<file path="src/rtl/register_file_scoreboard_pkg.sv">
`default_nettype none
// +----------------------------------------------------------------------+
// | register_file_scoreboard_pkg                                         |
// | Shared register-file constants and scoreboard count operation type.  |
// | Revision: 1.0                                                        |
// +----------------------------------------------------------------------+
package register_file_scoreboard_pkg;

    localparam int XLEN     = 32;
    localparam int NREGS    = 32;
    localparam int REG_ZERO = 0;

    typedef enum logic [1:0] {
        CNT_HOLD = 2'd0,
        CNT_INC  = 2'd1,
        CNT_DEC  = 2'd2
    } count_op_e;

endpackage
`default_nettype wire

</file>
<file path="src/rtl/register_file_scoreboard_if.sv">
`default_nettype none
// +----------------------------------------------------------------------+
// | register_file_scoreboard_if                                          |
// | Decode/writeback bus into the register file: reads, write, reserve.  |
// | Revision: 1.0                                                        |
// +----------------------------------------------------------------------+
interface register_file_scoreboard_if
    import register_file_scoreboard_pkg::*;
#(
    parameter int XLEN     = register_file_scoreboard_pkg::XLEN,
    parameter int AW       = 5,
    parameter int NUM_READ = 2
);
    logic [NUM_READ*AW-1:0]   read_reg;
    logic [NUM_READ*XLEN-1:0] read_data;
    logic [NUM_READ-1:0]      read_busy;
    logic [AW-1:0]            write_reg;
    logic [XLEN-1:0]          write_data;
    logic                     write_enable;
    logic [AW-1:0]            reserve_reg;
    logic                     reserve_enable;
    logic [AW:0]              busy_count;

    modport master (
        output read_reg, write_reg, write_data, write_enable, reserve_reg, reserve_enable,
        input  read_data, read_busy, busy_count
    );

    modport slave (
        input  read_reg, write_reg, write_data, write_enable, reserve_reg, reserve_enable,
        output read_data, read_busy, busy_count
    );
endinterface
`default_nettype wire

</file>
<file path="src/rtl/register_file_scoreboard_regfile_scoreboard.sv">
`default_nettype none
// +----------------------------------------------------------------------+
// | regfile_scoreboard                                                   |
// | Per-register busy bits plus a registered count of busy registers.    |
// | Revision: 1.0                                                        |
// +----------------------------------------------------------------------+
module regfile_scoreboard
    import register_file_scoreboard_pkg::*;
#(
    parameter int NREGS = register_file_scoreboard_pkg::NREGS,
    parameter int AW    = $clog2(NREGS)
) (
    input  wire logic             clock,
    input  wire logic             reset,
    input  wire logic [AW-1:0]    reserve_reg_i,
    input  wire logic             reserve_enable_i,
    input  wire logic [AW-1:0]    write_reg_i,
    input  wire logic             write_enable_i,
    output logic      [NREGS-1:0] busy_o,
    output logic      [AW:0]      count_o
);
    logic [NREGS-1:0] busy_q, busy_d;
    logic [AW:0]      count_q, count_d;
    logic             set, clr, inc, dec;
    count_op_e        op;

    always_comb begin
        set = reserve_enable_i && (reserve_reg_i != AW'(REG_ZERO));
        // A reservation on the register being written keeps it busy: newer producer wins.
        clr = write_enable_i && (write_reg_i != AW'(REG_ZERO))
              && !(set && (reserve_reg_i == write_reg_i));
        busy_d = busy_q;
        if (clr) busy_d[write_reg_i] = 1'b0;
        if (set) busy_d[reserve_reg_i] = 1'b1;
        inc = set && !busy_q[reserve_reg_i];
        dec = clr && busy_q[write_reg_i];
        if (inc && !dec)      op = CNT_INC;
        else if (dec && !inc) op = CNT_DEC;
        else                  op = CNT_HOLD;
        case (op)
            CNT_INC: count_d = count_q + (AW+1)'(1);
            CNT_DEC: count_d = count_q - (AW+1)'(1);
            default: count_d = count_q;
        endcase
    end

    always_ff @(posedge clock or posedge reset) begin
        if (reset) begin
            busy_q  <= '0;
            count_q <= '0;
        end else begin
            busy_q  <= busy_d;
            count_q <= count_d;
        end
    end

    assign busy_o  = busy_q;
    assign count_o = count_q;
endmodule
`default_nettype wire

</file>
<file path="src/rtl/register_file_scoreboard.sv">
`default_nettype none
// +----------------------------------------------------------------------+
// | register_file_scoreboard                                             |
// | Multi-port integer register file with bypass and busy scoreboard.    |
// | Revision: 1.0                                                        |
// +----------------------------------------------------------------------+
module register_file_scoreboard
    import register_file_scoreboard_pkg::*;
#(
    parameter int XLEN     = register_file_scoreboard_pkg::XLEN,
    parameter int NREGS    = register_file_scoreboard_pkg::NREGS,
    parameter int AW       = $clog2(NREGS),
    parameter int NUM_READ = 2,
    parameter int BYPASS   = 1
) (
    input wire logic                  clock,
    input wire logic                  reset,
    register_file_scoreboard_if.slave bus
);
    logic [XLEN-1:0]  regs_q [NREGS];
    logic [NREGS-1:0] busy;

    always_ff @(posedge clock or posedge reset) begin
        if (reset) begin
            for (int r = 0; r < NREGS; r++) regs_q[r] <= '0;
        end else if (bus.write_enable && (bus.write_reg != AW'(REG_ZERO))) begin
            regs_q[bus.write_reg] <= bus.write_data;
        end
    end

    regfile_scoreboard #(
        .NREGS (NREGS),
        .AW    (AW)
    ) u_scoreboard (
        .clock            (clock),
        .reset            (reset),
        .reserve_reg_i    (bus.reserve_reg),
        .reserve_enable_i (bus.reserve_enable),
        .write_reg_i      (bus.write_reg),
        .write_enable_i   (bus.write_enable),
        .busy_o           (busy),
        .count_o          (bus.busy_count)
    );

    for (genvar p = 0; p < NUM_READ; p++) begin : g_read
        logic [AW-1:0] addr;
        logic          hit;
        logic          quiet;

        assign addr  = bus.read_reg[p*AW +: AW];
        assign hit   = (BYPASS != 0) && bus.write_enable && (bus.write_reg == addr);
        // x0 and an active reset both force a clean zero, independent of array contents.
        assign quiet = reset || (addr == AW'(REG_ZERO));

        assign bus.read_data[p*XLEN +: XLEN] = quiet ? '0 :
                                               hit   ? bus.write_data : regs_q[addr];
        assign bus.read_busy[p]              = !quiet && !hit && busy[addr];
    end
endmodule
`default_nettype wire

</file>
<file path="src/flat_wrapper.sv">
// flat-port wrapper written by rule: the top's interface ports become plain ports
module register_file_scoreboard_flat import register_file_scoreboard_pkg::*;
#(
    parameter int XLEN     = register_file_scoreboard_pkg::XLEN,
    parameter int NREGS    = register_file_scoreboard_pkg::NREGS,
    parameter int AW       = $clog2(NREGS),
    parameter int NUM_READ = 2,
    parameter int BYPASS   = 1
)
  (clock, reset, bus_read_reg, bus_write_reg, bus_write_data, bus_write_enable, bus_reserve_reg, bus_reserve_enable, bus_read_data, bus_read_busy, bus_busy_count);
  register_file_scoreboard_if #(.XLEN(XLEN), .AW(AW), .NUM_READ(NUM_READ)) bus_i ();
  input wire logic clock;
  input wire logic reset;
  input wire logic [$bits(bus_i.read_reg)-1:0] bus_read_reg;
  input wire logic [$bits(bus_i.write_reg)-1:0] bus_write_reg;
  input wire logic [$bits(bus_i.write_data)-1:0] bus_write_data;
  input wire logic [$bits(bus_i.write_enable)-1:0] bus_write_enable;
  input wire logic [$bits(bus_i.reserve_reg)-1:0] bus_reserve_reg;
  input wire logic [$bits(bus_i.reserve_enable)-1:0] bus_reserve_enable;
  output wire logic [$bits(bus_i.read_data)-1:0] bus_read_data;
  output wire logic [$bits(bus_i.read_busy)-1:0] bus_read_busy;
  output wire logic [$bits(bus_i.busy_count)-1:0] bus_busy_count;
  assign bus_i.read_reg = bus_read_reg;
  assign bus_i.write_reg = bus_write_reg;
  assign bus_i.write_data = bus_write_data;
  assign bus_i.write_enable = bus_write_enable;
  assign bus_i.reserve_reg = bus_reserve_reg;
  assign bus_i.reserve_enable = bus_reserve_enable;
  assign bus_read_data = bus_i.read_data;
  assign bus_read_busy = bus_i.read_busy;
  assign bus_busy_count = bus_i.busy_count;
  register_file_scoreboard #(.XLEN(XLEN), .NREGS(NREGS), .AW(AW), .NUM_READ(NUM_READ), .BYPASS(BYPASS)) u_core (.clock(clock), .reset(reset), .bus(bus_i));
endmodule
</file>
<file path="config.mk">
export PLATFORM = sky130hd
export DESIGN_NAME = register_file_scoreboard_flat
export DESIGN_NICKNAME = d
export VERILOG_FILES = /design/src/rtl/register_file_scoreboard_pkg.sv /design/src/rtl/register_file_scoreboard_if.sv /design/src/rtl/register_file_scoreboard_regfile_scoreboard.sv /design/src/rtl/register_file_scoreboard.sv /design/src/flat_wrapper.sv
export SDC_FILE = /design/constraint.sdc
export NUM_CORES = 2
export LEC_CHECK = 0
export CAP_MARGIN = 20
export CORE_MARGIN = 5
export CORE_UTILIZATION = 60
export CTS_BUF_LIST = sky130_fd_sc_hd__clkbuf_8
export CTS_CLUSTER_DIAMETER = 30
export CTS_CLUSTER_SIZE = 20
export DETAILED_ROUTE_END_ITERATION = 6
export DONT_BUFFER_PORTS = 1
export PLACE_DENSITY = 0.79
export SYNTH_ARGS = -nofsm -noshare
export SYNTH_HDL_FRONTEND = slang
export SYNTH_SLANG_ARGS = --single-unit
</file>
<file path="constraint.sdc">
create_clock -name clock -period 32.9 [get_ports clock]
set_input_delay 1.645 -clock clock [delete_from_list [all_inputs] [get_ports clock]]
set_output_delay 1.645 -clock clock [all_outputs]
set_load 0.03 [all_outputs]
</file>
### Word-level counts from Yosys, hierarchy flattened

Cells that the tools add are included.

| word-level totals | value |
|---|---|
| bits in writable memories | 0 |
| input bits | 56 |
| memory bits (read-only) | 0 |
| output and inout bits | 72 |
| bits in latches | 0 |
| memories | 0 |
| register bits | 1062 |
| word-level logic and storage cells | 119 |

| cells by class | value |
|---|---|
| shift operators | 0 |
| reduce and logical (&&, ||, !) cells | 32 |
| div/mod/pow operators | 0 |
| muxes and demuxes | 30 |
| $lt $le $gt $ge | 10 |
| multipliers | 0 |
| bitwise gates (word level) | 6 |
| equality and inequality tests | 5 |
| $add $sub $neg | 2 |

Operator list:

| cell | number |
|---|---|
| 1024-bit bitwise mux | 1 |
| 32-bit two-way mux | 11 |
| 32-bit binary-select mux with 5-bit select | 2 |
| 32-bit demux with 5-bit select | 1 |
| 32-bit AND | 1 |
| 32-bit inverter | 1 |
| 32-bit OR | 1 |
| 5-bit by 6-bit less-than comparator with 1-bit output, second input constant | 4 |
| 1-bit binary-select mux with 5-bit select | 4 |
| 6-bit >= comparator, second input constant | 3 |
| 5-bit inverter with 6-bit output | 3 |
| 1-bit logical AND | 17 |
| 5-bit == test | 3 |
| 6-bit case mux with 2 select lines | 1 |
| 1-bit demux with 5-bit select | 2 |
| 5-bit by 1-bit >= comparator with 1-bit output, second input constant | 2 |
| 5-bit logical NOT | 2 |
| 5-bit nonzero test | 2 |
| 1-bit logical NOT | 8 |
| 6-bit by 1-bit adder with 6-bit output, second input constant | 1 |
| 6-bit by 1-bit less-than comparator with 1-bit output, second input constant | 1 |
| 1-bit two-way mux | 6 |
| 6-bit by 1-bit subtractor with 6-bit output, second input constant | 1 |
| 2-bit two-way mux | 2 |
| other kinds (4) | 5 |

### Longest topological paths before layout

| logic depth | value |
|---|---|
| depth in word-level cells | 11 |
| mapped depth | 15 |
| gate-level depth less buffers | 13 |

### Hierarchy

A second synthesis with hierarchy kept.

| unflattened totals | value |
|---|---|
| cell total of the unflattened synthesis | 4226 |
| area, all modules | 58563.7 um2 |

By module, submodules not included:

| module | cells an instance | instances | sequential area each (um2) | area an instance (um2) |
|---|---|---|---|---|
| register_file_scoreboard | 3990 | 1 | 25624.6 | 56136.3 |
| regfile_scoreboard | 236 | 1 | 950.9 | 2427.3 |

### Least setup slack after synthesis

No wires, ideal clock.

| path | value |
|---|---|
| kind | input-to-output |
| start | in reset |
| end | out bus_read_data[32] |
| stages on the path | 5 |
| data required time | 31.255 ns |
| buffers on the path | 1 |
| arrival time | 27.362 ns |
| slack | 3.893 ns |
| path through | inv_1 -> o211ai_1 -> clkbuf_1 -> a21oi_1 -> a221o_1 |

| between the ends | value |
|---|---|
| longest elaborated chain between the ends | 2 |

RTL lines:

| element | line | RTL |
|---|---|---|
| from (decl) | flat_wrapper.sv:13 | `input wire logic reset;` |
| 1-bit logical OR | register_file_scoreboard.sv:53 | `assign quiet = reset \|\| (addr == AW'(REG_ZERO));` |
| 32-bit two-way mux | register_file_scoreboard.sv:55 | `assign bus.read_data[p*XLEN +: XLEN] = quiet ? '0 :` |
| to (decl) | flat_wrapper.sv:20 | `output wire logic [$bits(bus_i.read_data)-1:0] bus_read_data;` |

No other way between the ends.

### Worst setup path after layout

| path | value |
|---|---|
| start | in bus_read_reg[5] |
| end | out bus_read_data[43] |

| between the ends | value |
|---|---|
| longest elaborated chain between the ends | 6 |
| elaborated cells on any way between the ends | 10 |
| those cells by class | 1 x eq/ne; 5 x mux; 1 x bitwise; 3 x reduce/logical |

RTL lines:

| element | line | RTL |
|---|---|---|
| from (decl) | flat_wrapper.sv:14 | `input wire logic [$bits(bus_i.read_reg)-1:0] bus_read_reg;` |
| 5-bit inverter with 6-bit output (not written as such) | register_file_scoreboard.sv:56 | `hit ? bus.write_data : regs_q[addr];` |
| 32-bit binary-select mux with 5-bit select | register_file_scoreboard.sv:56 |  |
| 32-bit two-way mux (not written as such) (2 in a row) | register_file_scoreboard.sv:56 |  |
| 32-bit two-way mux | register_file_scoreboard.sv:56 |  |
| 32-bit two-way mux * | register_file_scoreboard.sv:55 |  |

Mark *: on every way between the ends. The rest lies on a longest branch, timed or not. The select of a mux whose other input is x is not followed.

==> impl_metrics.py <==
metrics = {
    "setup_path": {
        "cp.arrival_ps": 5530,
        "r2r_cells": 12,
        "endpoint_kind": "output port",
        "cp_max_fo": 330,
        "r2r-start": "u_core.u_scoreboard.busy_o[7]",
        "reg2reg_slack_ps": 29320,
        "critPathKind": "primary input to output port",
        "crit_start": "bus_read_reg[5]",
        "cp-endpoint": "bus_read_data[43]",
        "reg2reg_to": "u_core.u_scoreboard.count_o[5]",
        "required_ps": 31250,
        "cp-start-kind": "primary input",
    },
    "floorplanning": {
        "start_util": 0.6021,
        "rows": 114,
        "die_x_um": 321.1,
        "io_pins": 128,
        "dieArea_um2": 103100,
        "core_area_um2": 96420,
        "die_h_um": 321.1,
    },
    "routing": {
        "wl_per_cell_um": 32.31,
        "postRouteAntennaNets": 0,
        "vias": 38650,
        "viasPerCell": 7.238,
        "drcViolationCount": 0,
        "drtIter0Drc": 4409,
        "totalWireLength_um": 172500,
        "first_pass_iters": 6,
    },
    "flow_run": {
        "drv_cap": 0,
    },
    "clock_tree": {
        "cts_max_path_buffers": 3,
        "postCtsSetupBuffers": 0,
        "ctsHtreeMaxLevel": 4,
        "cts_tree": "done",
        "cts-buffers-inserted": 214,
        "insertion_delay_ps": 900,
        "hold_buffers": 0,
        "ctsResizeCount": 0,
        "clock-sinks": 1062,
        "cts_root_buffer": "clkbuf_8",
        "cts.clk_slew.worst_paths_ps": 70,
    },
    "logic_synthesis": {
        "syn_area_um2": 58060,
        "synth_xor_area_frac": 0.003017,
        "syn-num-nets": 4116,
        "ys_warn_count": 0,
        "yosys-top-cells-count": "dfrtp_1 (1062), mux2_2 (877), mux4_2 (468), mux2i_1 (288), clkbuf_1 (240)",
        "synth_top_area_frac": 0.4577,
        "synth-edff-count": 0,
        "synth-simple-area-share": 0.02403,
        "synth_mux_area_frac": 0.4189,
        "synthAdderAreaFrac": 0.001422,
        "synth_flop_cell": "dfrtp_1",
        "syn_area_per_cell_um2": 14.32,
        "synth.distinct_cells": 61,
        "synth.area.top_cells": "dfrtp_1 (46%), mux4_2 (18%), mux2_2 (17%)",
        "ys_ff_latch": 1062,
        "synth_top_cell_by_area": "dfrtp_1",
        "synth_top_family_by_area": "multiplexers",
        "yosys.cell_count.top_type": "dfrtp_1",
        "seq_area_frac_synth": 0.4577,
        "synth_compound_area_frac": 0.05614,
        "async_flop_share": 1.000,
        "synth_cells": 4054,
    },
    "placed_design": {
        "hpwlAfterDp_um": 90990,
        "port_buffers": 0,
        "placedCellCount": 4932,
        "place.gp.congestion": 0.8340,
    },
    "outcome": {
        "violations": "slew limit",
        "status": "complete, but fails checks",
    },
    "power": {
        "ir_worst_vdd_uv": 53.37,
        "power_density_nw_per_um2": 64.01,
        "cellLeakagePower_uw": 0.02763,
    },
    "global_routing": {
        "grt_max_degree": 333,
        "antenna_found_initial": 2,
        "grt_pass1_vias": 39560,
        "grt_pass1_wl_um": 258500,
        "grt_use_total": 0.3347,
        "gr-total-overflow": 0,
    },
    "sta": {
        "fin_crit_ps": 7172,
        "drv_slew": 122,
        "relSlewSlack": -0.3324,
        "final.period_utilization": 0.2180,
        "fin_skew_ps": 37.78,
        "hold_viol_final": 0,
        "rsz0062_at_grt": "false",
        "setup_viol": 0,
        "max_slew.worst_pin.slew_ps": 1999,
        "max_freq_ghz": 0.1394,
        "setup_tns_ps": 0,
        "hold_ws_ps": 397.0,
    },
    "cells_and_area": {
        "nFillCells": 6793,
        "area_growth_pct": 9.176,
        "layout-drive-gt1-share": 0.4559,
        "nets": 3934,
        "fin_util": 0.6574,
        "layoutNonFillerInstCount": 5339,
    },
    "worst_hold_path": {
        "min_path_type": "register to register",
    },
}
## final cells by class
class | count | area [um2] | share of cell area
clock inverter | 158 | 1719 | 0.02712
inverter | 17 | 71.32 | 0.001125
tap | 1276 | 1597 | 0.02519
timing repair buffer | 60 | 508.0 | 0.008014
sequential | 1062 | 26580 | 0.4193
clock buffer | 246 | 3386 | 0.05341
antenna | 3 | 7.507 | 0.0001184
multi-input combinational | 2517 | 29520 | 0.4658
## kinds of logic (layout without fill, tap and decap cells)
group	Yosys count	after routing
other	0	3
adder cells (fa/ha/maj)	6	6
buffers and inverters	475	481
AO/OA/AOI/OAI	455	455
flip-flops	1062	1062
multiplexers	1724	1724
XOR/XNOR	20	20
AND/OR/NAND/NOR	312	312
## per-layer routing
layer | share of wire | wire, um | track usage | up-vias
met5 | 0.00049 | 85 | 0.006019 | -
met4 | 0.057 | 9799 | 0.1670 | 2
met3 | 0.11 | 18490 | 0.09079 | 585
met2 | 0.46 | 79350 | 0.5088 | 2311
met1 | 0.38 | 64790 | 0.4508 | 20390
li1 | - | - | - | 15360
## registers in the layout, summed over array words and instances, names as in the netlist
register / count
u_core.u_scoreboard.count_o: 6
u_core.regs_q: 1024
u_core.u_scoreboard.busy_o: 32
## worst max-delay path, cell delays in order
cell and delay [ps]:
xnor2_1 660, nand4_1 210, or2_2 380, nor2_4 520
buf_4 600, a221o_1 600
## metrics by stage
stage          setup slack, ps  area, um2  power, uW
3_5_place_dp             26070      58270       2487
6_report                 25730      63390       4058
3_3_place_gp             26100      58240       2438
2_1_floorplan             1323      58060       2364
4_1_cts                  26060      63380       4057
5_1_grt                  25970      63380       4217
## cell usage in the layout (no fill, tap or decap), types with 40 or more instances in the layout
master    count
a21oi_1      74
o221ai_1     42
mux2i_1     288
clkbuf_8    246
mux2_2      877
mux2_1       91
mux4_2      468
o21ai_0      56
buf_4        55
dfrtp_1    1062
clkinv_2     40
a221oi_1     62
nand2_1     157
## how the worst min path moves through the flow
stage / cells after the start / endpoint / startpoint
2_1_floorplan: 1 / u_core.regs_q[1000] / u_core.regs_q[1000]
3_3_place_gp: 0 / u_core.regs_q[1003] / u_core.regs_q[1003]
3_5_place_dp: 0 / u_core.regs_q[1007] / u_core.regs_q[1007]
4_1_cts: 0 / u_core.regs_q[1003] / u_core.regs_q[1003]
5_1_grt: 0 / u_core.regs_q[1021] / u_core.regs_q[1021]
6_report: 0 / u_core.regs_q[1007] / u_core.regs_q[1007]
## where the power goes
part / switching [uW] / leakage (uW) / internal [uW] / total, uW
combinational: 274 / 0.0114 / 450 / 724
clock: 657 / 0.00262 / 920 / 1580
sequential: 197 / 0.0136 / 1560 / 1760
Power figures use the tool's default switching activity.
